`src/rtl/pc_pkg.sv`:
```
// Shared definitions for the fetch-stage PC redirect logic: source ordering,
// default sizes and the next-PC selection encoding.
package pc_pkg;

    // Redirect source indices; lower index = older stage = higher priority
    localparam int SRC_MEM_LOAD = 0;
    localparam int SRC_LHI      = 1;
    localparam int SRC_ALU      = 2;
    localparam int SRC_BEQ      = 3;
    localparam int SRC_JLR      = 4;
    localparam int SRC_JAL      = 5;
    localparam int SRC_SPARE    = 6;

    localparam int DEFAULT_WIDTH   = 16;
    localparam int DEFAULT_NUM_SRC = 7;
    localparam int DEFAULT_CNT_W   = 16;

    // Where the next PC comes from on a writable cycle
    typedef enum logic [1:0] {
        NPC_SEQ     = 2'd0,
        NPC_LIVE    = 2'd1,
        NPC_PENDING = 2'd2
    } npc_sel_e;

endpackage

```
`src/rtl/pc_redirect_unit_if.sv`:
```
// Bus between the pipeline (redirect sources, stall control) and the PC unit.
interface pc_redirect_unit_if #(
    parameter int WIDTH   = 16,
    parameter int NUM_SRC = 7,
    parameter int CNT_W   = 16,
    parameter int SRC_W   = (NUM_SRC > 1) ? $clog2(NUM_SRC) : 1
);
    logic                     pc_write;
    logic [NUM_SRC-1:0]       redir_valid;
    logic [NUM_SRC*WIDTH-1:0] redir_target;
    logic [WIDTH-1:0]         pc_out;
    logic [WIDTH-1:0]         inc_pc_out;
    logic                     redir_taken;
    logic [SRC_W-1:0]         redir_src;
    logic [NUM_SRC-1:0]       flush_mask;
    logic                     pending;
    logic [CNT_W-1:0]         redir_count;

    // Pipeline side: drives requests and stall, observes the PC state
    modport master (
        output pc_write, redir_valid, redir_target,
        input  pc_out, inc_pc_out, redir_taken, redir_src, flush_mask, pending, redir_count
    );

    // PC unit side
    modport slave (
        input  pc_write, redir_valid, redir_target,
        output pc_out, inc_pc_out, redir_taken, redir_src, flush_mask, pending, redir_count
    );
endinterface

```
`src/rtl/pc_prio_enc.sv`:
```
// Fixed-priority encoder: reports the lowest set request bit and whether any is set.
module pc_prio_enc #(
    parameter int NUM_SRC = 7,
    parameter int IDX_W   = (NUM_SRC > 1) ? $clog2(NUM_SRC) : 1
) (
    input  logic [NUM_SRC-1:0] req,
    output logic               found,
    output logic [IDX_W-1:0]   index
);

    // Scan from the top down so the lowest set bit is the last one written
    always_comb begin
        found = 1'b0;
        index = '0;
        for (int i = NUM_SRC - 1; i >= 0; i--) begin
            if (req[i]) begin
                found = 1'b1;
                index = IDX_W'(i);
            end
        end
    end

endmodule

```
`src/rtl/pc_redirect_unit.sv`:
```
// Fetch-stage PC register with prioritised redirects, a one-entry buffer for
// redirects arriving during a stall, and taken-redirect reporting.
module pc_redirect_unit
    import pc_pkg::*;
#(
    parameter int WIDTH    = DEFAULT_WIDTH,
    parameter int NUM_SRC  = DEFAULT_NUM_SRC,
    parameter int RESET_PC = 0,
    parameter int CNT_W    = DEFAULT_CNT_W
) (
    input  logic                clk,
    input  logic                reset,
    pc_redirect_unit_if.slave   bus
);

    localparam int SRC_W = (NUM_SRC > 1) ? $clog2(NUM_SRC) : 1;

    logic [WIDTH-1:0]   pc_q;
    logic               pend_valid_q;
    logic [WIDTH-1:0]   pend_tgt_q;
    logic [SRC_W-1:0]   pend_src_q;
    logic               taken_q;
    logic [SRC_W-1:0]   src_q;
    logic [NUM_SRC-1:0] mask_q;
    logic [CNT_W-1:0]   count_q;

    logic               win_found;
    logic [SRC_W-1:0]   win_idx;
    logic [WIDTH-1:0]   win_target;

    npc_sel_e           npc_sel;
    logic [WIDTH-1:0]   npc;
    logic [SRC_W-1:0]   take_src;
    logic               take;
    logic               latch_pend;
    logic [NUM_SRC-1:0] take_mask;

    pc_prio_enc #(
        .NUM_SRC (NUM_SRC),
        .IDX_W   (SRC_W)
    ) u_winner (
        .req   (bus.redir_valid),
        .found (win_found),
        .index (win_idx)
    );

    assign win_target = bus.redir_target[int'(win_idx)*WIDTH +: WIDTH];

    // Decide the next-PC source; live requests beat the buffered one because they are newer
    always_comb begin
        npc_sel    = NPC_SEQ;
        latch_pend = 1'b0;
        if (bus.pc_write) begin
            if (win_found) begin
                npc_sel = NPC_LIVE;
            end else if (pend_valid_q) begin
                npc_sel = NPC_PENDING;
            end
        end else begin
            latch_pend = win_found && (!pend_valid_q || (win_idx < pend_src_q));
        end
    end

    // Next-PC mux plus the flush mask for whichever source is being taken
    always_comb begin
        npc      = pc_q + WIDTH'(1);
        take_src = src_q;
        take     = 1'b0;
        case (npc_sel)
            NPC_LIVE: begin
                npc      = win_target;
                take_src = win_idx;
                take     = 1'b1;
            end
            NPC_PENDING: begin
                npc      = pend_tgt_q;
                take_src = pend_src_q;
                take     = 1'b1;
            end
            default: ;
        endcase
        for (int j = 0; j < NUM_SRC; j++) begin
            take_mask[j] = (j > int'(take_src));
        end
    end

    // PC, pending buffer and redirect reporting registers
    always_ff @(posedge clk) begin
        if (reset) begin
            pc_q         <= WIDTH'(RESET_PC);
            pend_valid_q <= 1'b0;
            pend_tgt_q   <= '0;
            pend_src_q   <= '0;
            taken_q      <= 1'b0;
            src_q        <= '0;
            mask_q       <= '0;
            count_q      <= '0;
        end else begin
            if (bus.pc_write) begin
                pc_q         <= npc;
                pend_valid_q <= 1'b0;
            end else if (latch_pend) begin
                pend_valid_q <= 1'b1;
                pend_tgt_q   <= win_target;
                pend_src_q   <= win_idx;
            end
            taken_q <= take;
            if (take) begin
                src_q  <= take_src;
                mask_q <= take_mask;
                if (count_q != {CNT_W{1'b1}}) begin
                    count_q <= count_q + CNT_W'(1);
                end
            end else begin
                mask_q <= '0;
            end
        end
    end

    assign bus.pc_out      = pc_q;
    assign bus.inc_pc_out  = pc_q + WIDTH'(1);
    assign bus.redir_taken = taken_q;
    assign bus.redir_src   = src_q;
    assign bus.flush_mask  = mask_q;
    assign bus.pending     = pend_valid_q;
    assign bus.redir_count = count_q;

endmodule

```
`src/flat_wrapper.sv`:
```
// flat-port wrapper written by rule: the top's interface ports become plain ports
module pc_redirect_unit_flat import pc_pkg::*;
#(
    parameter int WIDTH    = DEFAULT_WIDTH,
    parameter int NUM_SRC  = DEFAULT_NUM_SRC,
    parameter int RESET_PC = 0,
    parameter int CNT_W    = DEFAULT_CNT_W
)
  (clk, reset, bus_pc_write, bus_redir_valid, bus_redir_target, bus_pc_out, bus_inc_pc_out, bus_redir_taken, bus_redir_src, bus_flush_mask, bus_pending, bus_redir_count);
  pc_redirect_unit_if #(.WIDTH(WIDTH), .NUM_SRC(NUM_SRC), .CNT_W(CNT_W)) bus_i ();
  input  logic clk;
  input  logic reset;
  input wire logic [$bits(bus_i.pc_write)-1:0] bus_pc_write;
  input wire logic [$bits(bus_i.redir_valid)-1:0] bus_redir_valid;
  input wire logic [$bits(bus_i.redir_target)-1:0] bus_redir_target;
  output wire logic [$bits(bus_i.pc_out)-1:0] bus_pc_out;
  output wire logic [$bits(bus_i.inc_pc_out)-1:0] bus_inc_pc_out;
  output wire logic [$bits(bus_i.redir_taken)-1:0] bus_redir_taken;
  output wire logic [$bits(bus_i.redir_src)-1:0] bus_redir_src;
  output wire logic [$bits(bus_i.flush_mask)-1:0] bus_flush_mask;
  output wire logic [$bits(bus_i.pending)-1:0] bus_pending;
  output wire logic [$bits(bus_i.redir_count)-1:0] bus_redir_count;
  assign bus_i.pc_write = bus_pc_write;
  assign bus_i.redir_valid = bus_redir_valid;
  assign bus_i.redir_target = bus_redir_target;
  assign bus_pc_out = bus_i.pc_out;
  assign bus_inc_pc_out = bus_i.inc_pc_out;
  assign bus_redir_taken = bus_i.redir_taken;
  assign bus_redir_src = bus_i.redir_src;
  assign bus_flush_mask = bus_i.flush_mask;
  assign bus_pending = bus_i.pending;
  assign bus_redir_count = bus_i.redir_count;
  pc_redirect_unit #(.WIDTH(WIDTH), .NUM_SRC(NUM_SRC), .RESET_PC(RESET_PC), .CNT_W(CNT_W)) u_core (.clk(clk), .reset(reset), .bus(bus_i));
endmodule
```
`config.mk`:
```
export PLATFORM = sky130hd
export DESIGN_NAME = pc_redirect_unit_flat
export DESIGN_NICKNAME = d
export VERILOG_FILES = /design/src/rtl/pc_pkg.sv /design/src/rtl/pc_redirect_unit_if.sv /design/src/rtl/pc_prio_enc.sv /design/src/rtl/pc_redirect_unit.sv /design/src/flat_wrapper.sv
export SDC_FILE = /design/constraint.sdc
export NUM_CORES = 1
export LEC_CHECK = 0
export ABC_AREA = 1
export CORE_MARGIN = 1
export CORE_UTILIZATION = 45
export CTS_CLUSTER_SIZE = 30
export DETAILED_ROUTE_END_ITERATION = 12
export PLACE_DENSITY_LB_ADDON = 0.15
export RECOVER_POWER = 100
export SLEW_MARGIN = 5
export SYNTH_ARGS = -nofsm -noshare
export SYNTH_HDL_FRONTEND = slang
export SYNTH_SLANG_ARGS = --single-unit
```
`constraint.sdc`:
```
create_clock -name clk -period 2.8 [get_ports clk]
set_input_delay 0.28 -clock clk [delete_from_list [all_inputs] [get_ports clk]]
set_output_delay 0.28 -clock clk [all_outputs]
set_load 0.01 [all_outputs]
```
# ---- Word level (Yosys, flattened, before mapping)
# Index checks and enable logic that the tools add are counted.
dict set report classes {
  n_addsub 2
  magnitude_cmp 7
  eq_ne 3
  shift 1
  n_mux 21
  n_bitwise 2
  n_reduce_logical 8
}
# operator n
set op_table {}
lappend op_table {{indexed part select 112 x 8 -> 16 bit} 1}
lappend op_table {{adder 16 x 1 -> 16 bit (second input constant)} 2}
lappend op_table {{case mux 16 bit (2 select lines)} 1}
lappend op_table {{2-to-1 mux 3 bit} 7}
lappend op_table {{inequality test 16 bit (second input constant)} 1}
lappend op_table {{greater-than comparator 3 bit (first input constant)} 3}
lappend op_table {{2-to-1 mux 1 bit} 9}
lappend op_table {{greater-than comparator 2 x 3 -> 1 bit (first input constant)} 2}
lappend op_table {{2-to-1 mux 2 bit} 3}
lappend op_table {{case mux 3 bit (2 select lines)} 1}
lappend op_table {{OR reduction 2 bit} 3}
lappend op_table {{AND reduction 2 bit} 2}
lappend op_table {{greater-than comparator 1 x 3 -> 1 bit (first input constant)} 1}
lappend op_table {{less-than comparator 3 bit} 1}
lappend op_table {{== test 2 x 1 -> 1 bit (second input constant)} 1}
lappend op_table {{== test 2 bit (second input constant)} 1}
lappend op_table {{NOT 1 bit} 2}
lappend op_table {{logical AND 1 bit} 1}
lappend op_table {{logical NOT 1 bit} 1}
lappend op_table {{logical OR 1 bit} 1}
dict set report word_totals {
  ff_bits 63
  inputBits 122
  out_inout_bits 60
  wordCells 53
}

# ---- Longest topological paths before layout
dict set report depth {
  ltp_word 14
  depth_mapped 16
  ltp_nobuf 14
}

# ---- Modules after synthesis
# A second synthesis with hierarchy kept.
dict set report unflattened {
  cells_unflattened 784
  area_unflattened_um2 4610.7
}
# module instances cells_each area_per_inst_um2 seq_area_each_um2
set by_module_without_submodules {}
lappend by_module_without_submodules {pc_redirect_unit 1 766 4519.3 1241.2}
lappend by_module_without_submodules {pc_prio_enc 1 18 91.3 0.0}

# ---- Worst setup path after synthesis
# Ideal clock, no wire load.
dict set report synth_timing {
  path_kind {input to register}
  start {input bus_redir_valid[1]}
  end {register u_core.count_q[14] (netlist: u_core.bus.redir_count[14])}
  setup_time_ns 0.119
  arrival_ns 1.994
  t_required_ns 2.681
  setup_slack_ns 0.686
  stages 12
  n_path_buf 0
  cell_sequence {nor2_1 nand2_1 nor2_1 inv_1 nor3_1 ha_1 clkinv_1 nand2_2 nor2_1 nand3_1 o21ai_0 a21oi_1}
}
dict set report synth_between {
  elab_chain_len 8
  elab_cells_between_ends 9
  cone_classes {2 x eq/ne; 5 x mux; 2 x reduce/logical}
}
# element line
set synth_lines {}
lappend synth_lines {{start: declaration} flat_wrapper.sv:14} ;# input wire logic [$bits(bus_i.redir_valid)-1:0] bus_redir_valid;
lappend synth_lines {{2-to-1 mux 1 bit (*) (2 in series)} pc_prio_enc.sv:16} ;# if (req[i]) begin
lappend synth_lines {{2-to-1 mux 2 bit (*)} pc_redirect_unit.sv:54} ;# if (win_found) begin
lappend synth_lines {{2-to-1 mux 2 bit (*)} pc_redirect_unit.sv:53} ;# if (bus.pc_write) begin
lappend synth_lines {{== test 2 x 1 -> 1 bit / == test 2 bit (equally long branches)} pc_redirect_unit.sv:69} ;# case (npc_sel)
lappend synth_lines {{OR reduction 2 bit (no line) (*)} n/a}
lappend synth_lines {{2-to-1 mux 1 bit (*)} pc_redirect_unit.sv:69}
lappend synth_lines {{AND reduction 2 bit (no line) (*)} n/a}
lappend synth_lines {{end signal: assignment} pc_redirect_unit.sv:112} ;# count_q <= count_q + CNT_W'(1);
lappend synth_lines {{end: declaration} pc_redirect_unit.sv:25} ;# logic [CNT_W-1:0] count_q;
# Mark *: on every way between the ends. The rest lies on a longest branch, timed or not.
# A chain may end at the register's enable or synchronous reset.

# ---- Worst setup path after layout
dict set report layout_timing {
  start {register u_core.pc_q[0] (netlist: u_core.bus.pc_out[0])}
  end {output bus_inc_pc_out[6]}
}
dict set report layout_between {
  elab_chain_len 1
}
# element line
set layout_lines {}
lappend layout_lines {{start: declaration} pc_redirect_unit.sv:18} ;# logic [WIDTH-1:0] pc_q;
lappend layout_lines {{start signal: assignment} pc_redirect_unit.sv:90} ;# pc_q <= WIDTH'(RESET_PC);
lappend layout_lines {{start signal: assignment} pc_redirect_unit.sv:100} ;# pc_q <= npc;
lappend layout_lines {{adder 16 x 1 -> 16 bit} pc_redirect_unit.sv:121} ;# assign bus.inc_pc_out = pc_q + WIDTH'(1);
lappend layout_lines {{end: declaration} flat_wrapper.sv:17} ;# output wire logic [$bits(bus_i.inc_pc_out)-1:0] bus_inc_pc_out;
# No other way between the ends.

==> impl_metrics.csv <==
group,metric,value,unit
timing,finalHoldViolations,0,
logic_synthesis,yosysSeqAreaShare,26.61,%
clock_tree,clock_sinks,62,
worst_setup_path,startpoint,"u_core.bus.pc_out[0]",
worst_setup_path,slowest_delay,640,ps
worst_setup_path,worstSetupPathDepth,6,
floorplanning,ios,182,
clock_tree,ctsHoldBuffers,0,
logic_synthesis,synthCells,808,
worst_setup_path,crit_chain,"ha_1 -> nand3_1 -> nor2_1 -> nand2_1 -> xnor2_1 -> dlygate4sd3_1",
clock_tree,h-tree-depth,3,
finish,diodes,0,
logic_synthesis,synth_area_leader_cell,"dfxtp_1",
grt,met3_usage,4.972,%
floorplanning,start_util,47.07,%
worst_setup_path,r2r_end,"u_core.bus.pc_out[13]",
grt,grt_pass1_vias,5120,
grt,grt.met1_usage,30.65,%
logic_synthesis,yosysUniqueCellTypes,34,
place,dp_hpwl,10.96,mm
logic_synthesis,ys_seq_elements,62,
timing,rsz0062_at_grt,"false",
grt,grt.busiest_layer,"met2",
logic_synthesis,syn_avg_cell_area,5.773,µm²
drt,routed_via_density,4.927,
clock_tree,post_cts_resized,0,
timing,tightest_slew,973.2,ps
clock_tree,cts_root_buffer,"clkbuf_8",
drt,initialDrtViolationCount,277,
worst_setup_path,worst_setup_path_end_kind,"primary output",
worst_setup_path,cp_num_buf_inv,1,
clock_tree,cts_setup_buffers,0,
timing,holdWs,468.5,ps
grt,globalRoute.totalOverflow,0,
drt,drt-total-wl,14.11,mm
grt,antenna_found_initial,0,
drt,drc_errors,0,
finish,regArea,1241,µm²
floorplanning,die_h,103.8,µm
finish,area_growth,46.43,%
timing,setup_tns,0,ps
drt,drt-pass1-iter-count,7,
place,gp_congestion,0.8809,
floorplanning,dieWidth,103.8,µm
worst_setup_path,timing.rr.start,"u_core.bus.pending",
finish,final_cell_mix,"nand2_1, inv_1, clkdlybuf4s50_1",
logic_synthesis,netlist_area,4664,µm²
worst_setup_path,crit_slowest_cell,"dlygate4sd3_1",
status,outcome,"complete, no violations",
pwr,power_density,363.4,nW/µm²
clock_tree,cts.clk_slew.worst_paths,80,ps
grt,met2_usage,49.86,%
clock_tree,numCtsBuffers,9,
logic_synthesis,synth_top_area_share,26.61,%
grt,grt_pass1_wl,23.49,mm
timing,fmax,377.2,MHz
finish,final_common_cell,"nand2_1",
finish,design_area,6830,µm²
worst_setup_path,r2r_cells,8,
finish,multi_input_area,2639,µm²
pwr,power.total,2.482,mW
finish,drive_gt1_share,5.051,%
place,dp.cells,1107,
worst_setup_path,cp-start-kind,"flip-flop",
drt,wl_per_cell,12.56,µm
drt,ant_nets,0,
worst_setup_path,timing_worst_setup_path_type,"flip-flop to primary output",
flow_run,maxCapViolCount,0,
drt,dr_total_vias,5533,
clock_tree,clock_latency,350,ps
floorplanning,core-area,9910,µm²
pwr,irDropWorstVdd,0.3229,mV
worst_setup_path,worst-endpoint-required,2520,ps
timing,finalCritPeriodShare,94.69,%
floorplanning,num_rows,36,
clock_tree,cts_tree,"yes",
timing,fin_skew,12.82,ps
place,io_buffers,180,
finish,fill_cells,944,
logic_synthesis,yosys_warnings,0,
logic_synthesis,synthTopCellsByArea,"dfxtp_1, nand2_1, inv_1",
logic_synthesis,mappedNetlistNets,936,
place,pre_cts_slack,101.4,ps
floorplanning,die_area,10780,µm²
finish,fin_util,68.93,%
finish,nets,1113,
timing,setup_viol,0,
finish,stdcell_count,1123,
pwr,p_leak,3.431,nW
worst_setup_path,crit_path_max_fanout,6,
timing,relSlewSlack,34.88,%
worst_setup_path,path_delay_family,"buffers and inverters",
clock_tree,ctsLongestPathBuffers,2,
grt,grt_max_degree,35,
timing,finalMaxSlewViolations,0,
worst_setup_path,critPathArrivalTime,2370,ps
timing,worst_slack,148.6,ps
place,postPlaceCellArea,6641,µm²
worst_hold_path,hold_path_class,"flip-flop to flip-flop",
worst_setup_path,r2r_slack,880,ps
grt,grtUsageTotal,26.56,%
worst_setup_path,endpoint,"bus_inc_pc_out[6]",
timing,period_needed,2651,ps
==> cell usage after synthesis, drive strengths merged <==
| master | count |
|---|---|
| o21ai | 29 |
| buf | 23 |
| nand2 | 233 |
| nand3 | 94 |
| nand3b | 6 |
| nor3b | 1 |
| nor3 | 14 |
| inv | 156 |
| or2 | 3 |
| a21oi | 33 |
| xnor2 | 3 |
| clkinv | 2 |
| o211ai | 30 |
| nor4 | 1 |
| xor2 | 9 |
| nand4 | 8 |
| nor2 | 77 |
| o221ai | 3 |
| o21bai | 2 |
| conb | 1 |
| clkbuf | 11 |
| ha | 6 |
| and3 | 1 |
| dfxtp | 62 |
==> registers in the layout, summed over array words and instances (netlist names) <==
name / cells
u_core.pend_tgt_q: 16
u_core.bus.pending: 1
u_core.bus.redir_count: 16
u_core.bus.flush_mask: 6
u_core.bus.redir_taken: 1
u_core.pend_src_q: 3
u_core.bus.redir_src: 3
u_core.bus.pc_out: 16
==> worst reg2reg max path: stages, from the launching register on <==
cell and delay, ps:
dfxtp_1 380, inv_1 80, nor3_1 240, ha_1 290, clkbuf_2 330, a21oi_1 220
nand2_1 100, nand3_1 80, o21ai_0 80
==> cells by family after synthesis <==
logic type / count (synthesis) / share of synthesized area, %
AOI/OAI and AO/OA: 97 / 12.37
DFF: 62 / 26.61
adders and majority gates: 6 / 1.609
xor gates and xnor gates: 12 / 2.253
buffers and inverters: 192 / 16.55
other: 1 / 0.08039
and+or+nand+nor: 438 / 40.53
==> worst min-delay path by stage <==
stage | start | to | slack (ps) | depth (start not counted)
final | u_core.pend_src_q[2] | u_core.pend_src_q[2] | 470 | 2
after global routing | u_core.pend_src_q[2] | u_core.pend_src_q[2] | 490 | 2
after CTS | u_core.pend_src_q[2] | u_core.pend_src_q[2] | 470 | 2
after detailed placement | u_core.pend_src_q[2] | u_core.pend_src_q[2] | 460 | 2
after global placement | u_core.pend_src_q[2] | u_core.pend_src_q[2] | 450 | 2
after floorplan | reset | u_core.bus.redir_taken | 360 | 1
==> metal layers <==
metal,vias to the layer above,part of all wire [%]
met5,-,0
met4,0,1.8
met3,24,4.2
met2,145,51
met1,2485,43
li1,2879,-
==> power breakdown <==
group,switching [mW],internal (mW)
clock,0.402,0.421
sequential,0.0396,0.935
combinational,0.333,0.351
==> final cells by class <==
class / count / area share [%]
Multi-Input combinational cell: 554 / 38.63
Timing Repair Buffer: 200 / 29.09
Sequential cell: 62 / 18.17
Inverter: 158 / 8.683
Tap cell: 133 / 2.436
Clock buffer: 9 / 1.814
Clock inverter: 7 / 1.172
Note: power is estimated with default switching activity, not from simulation.
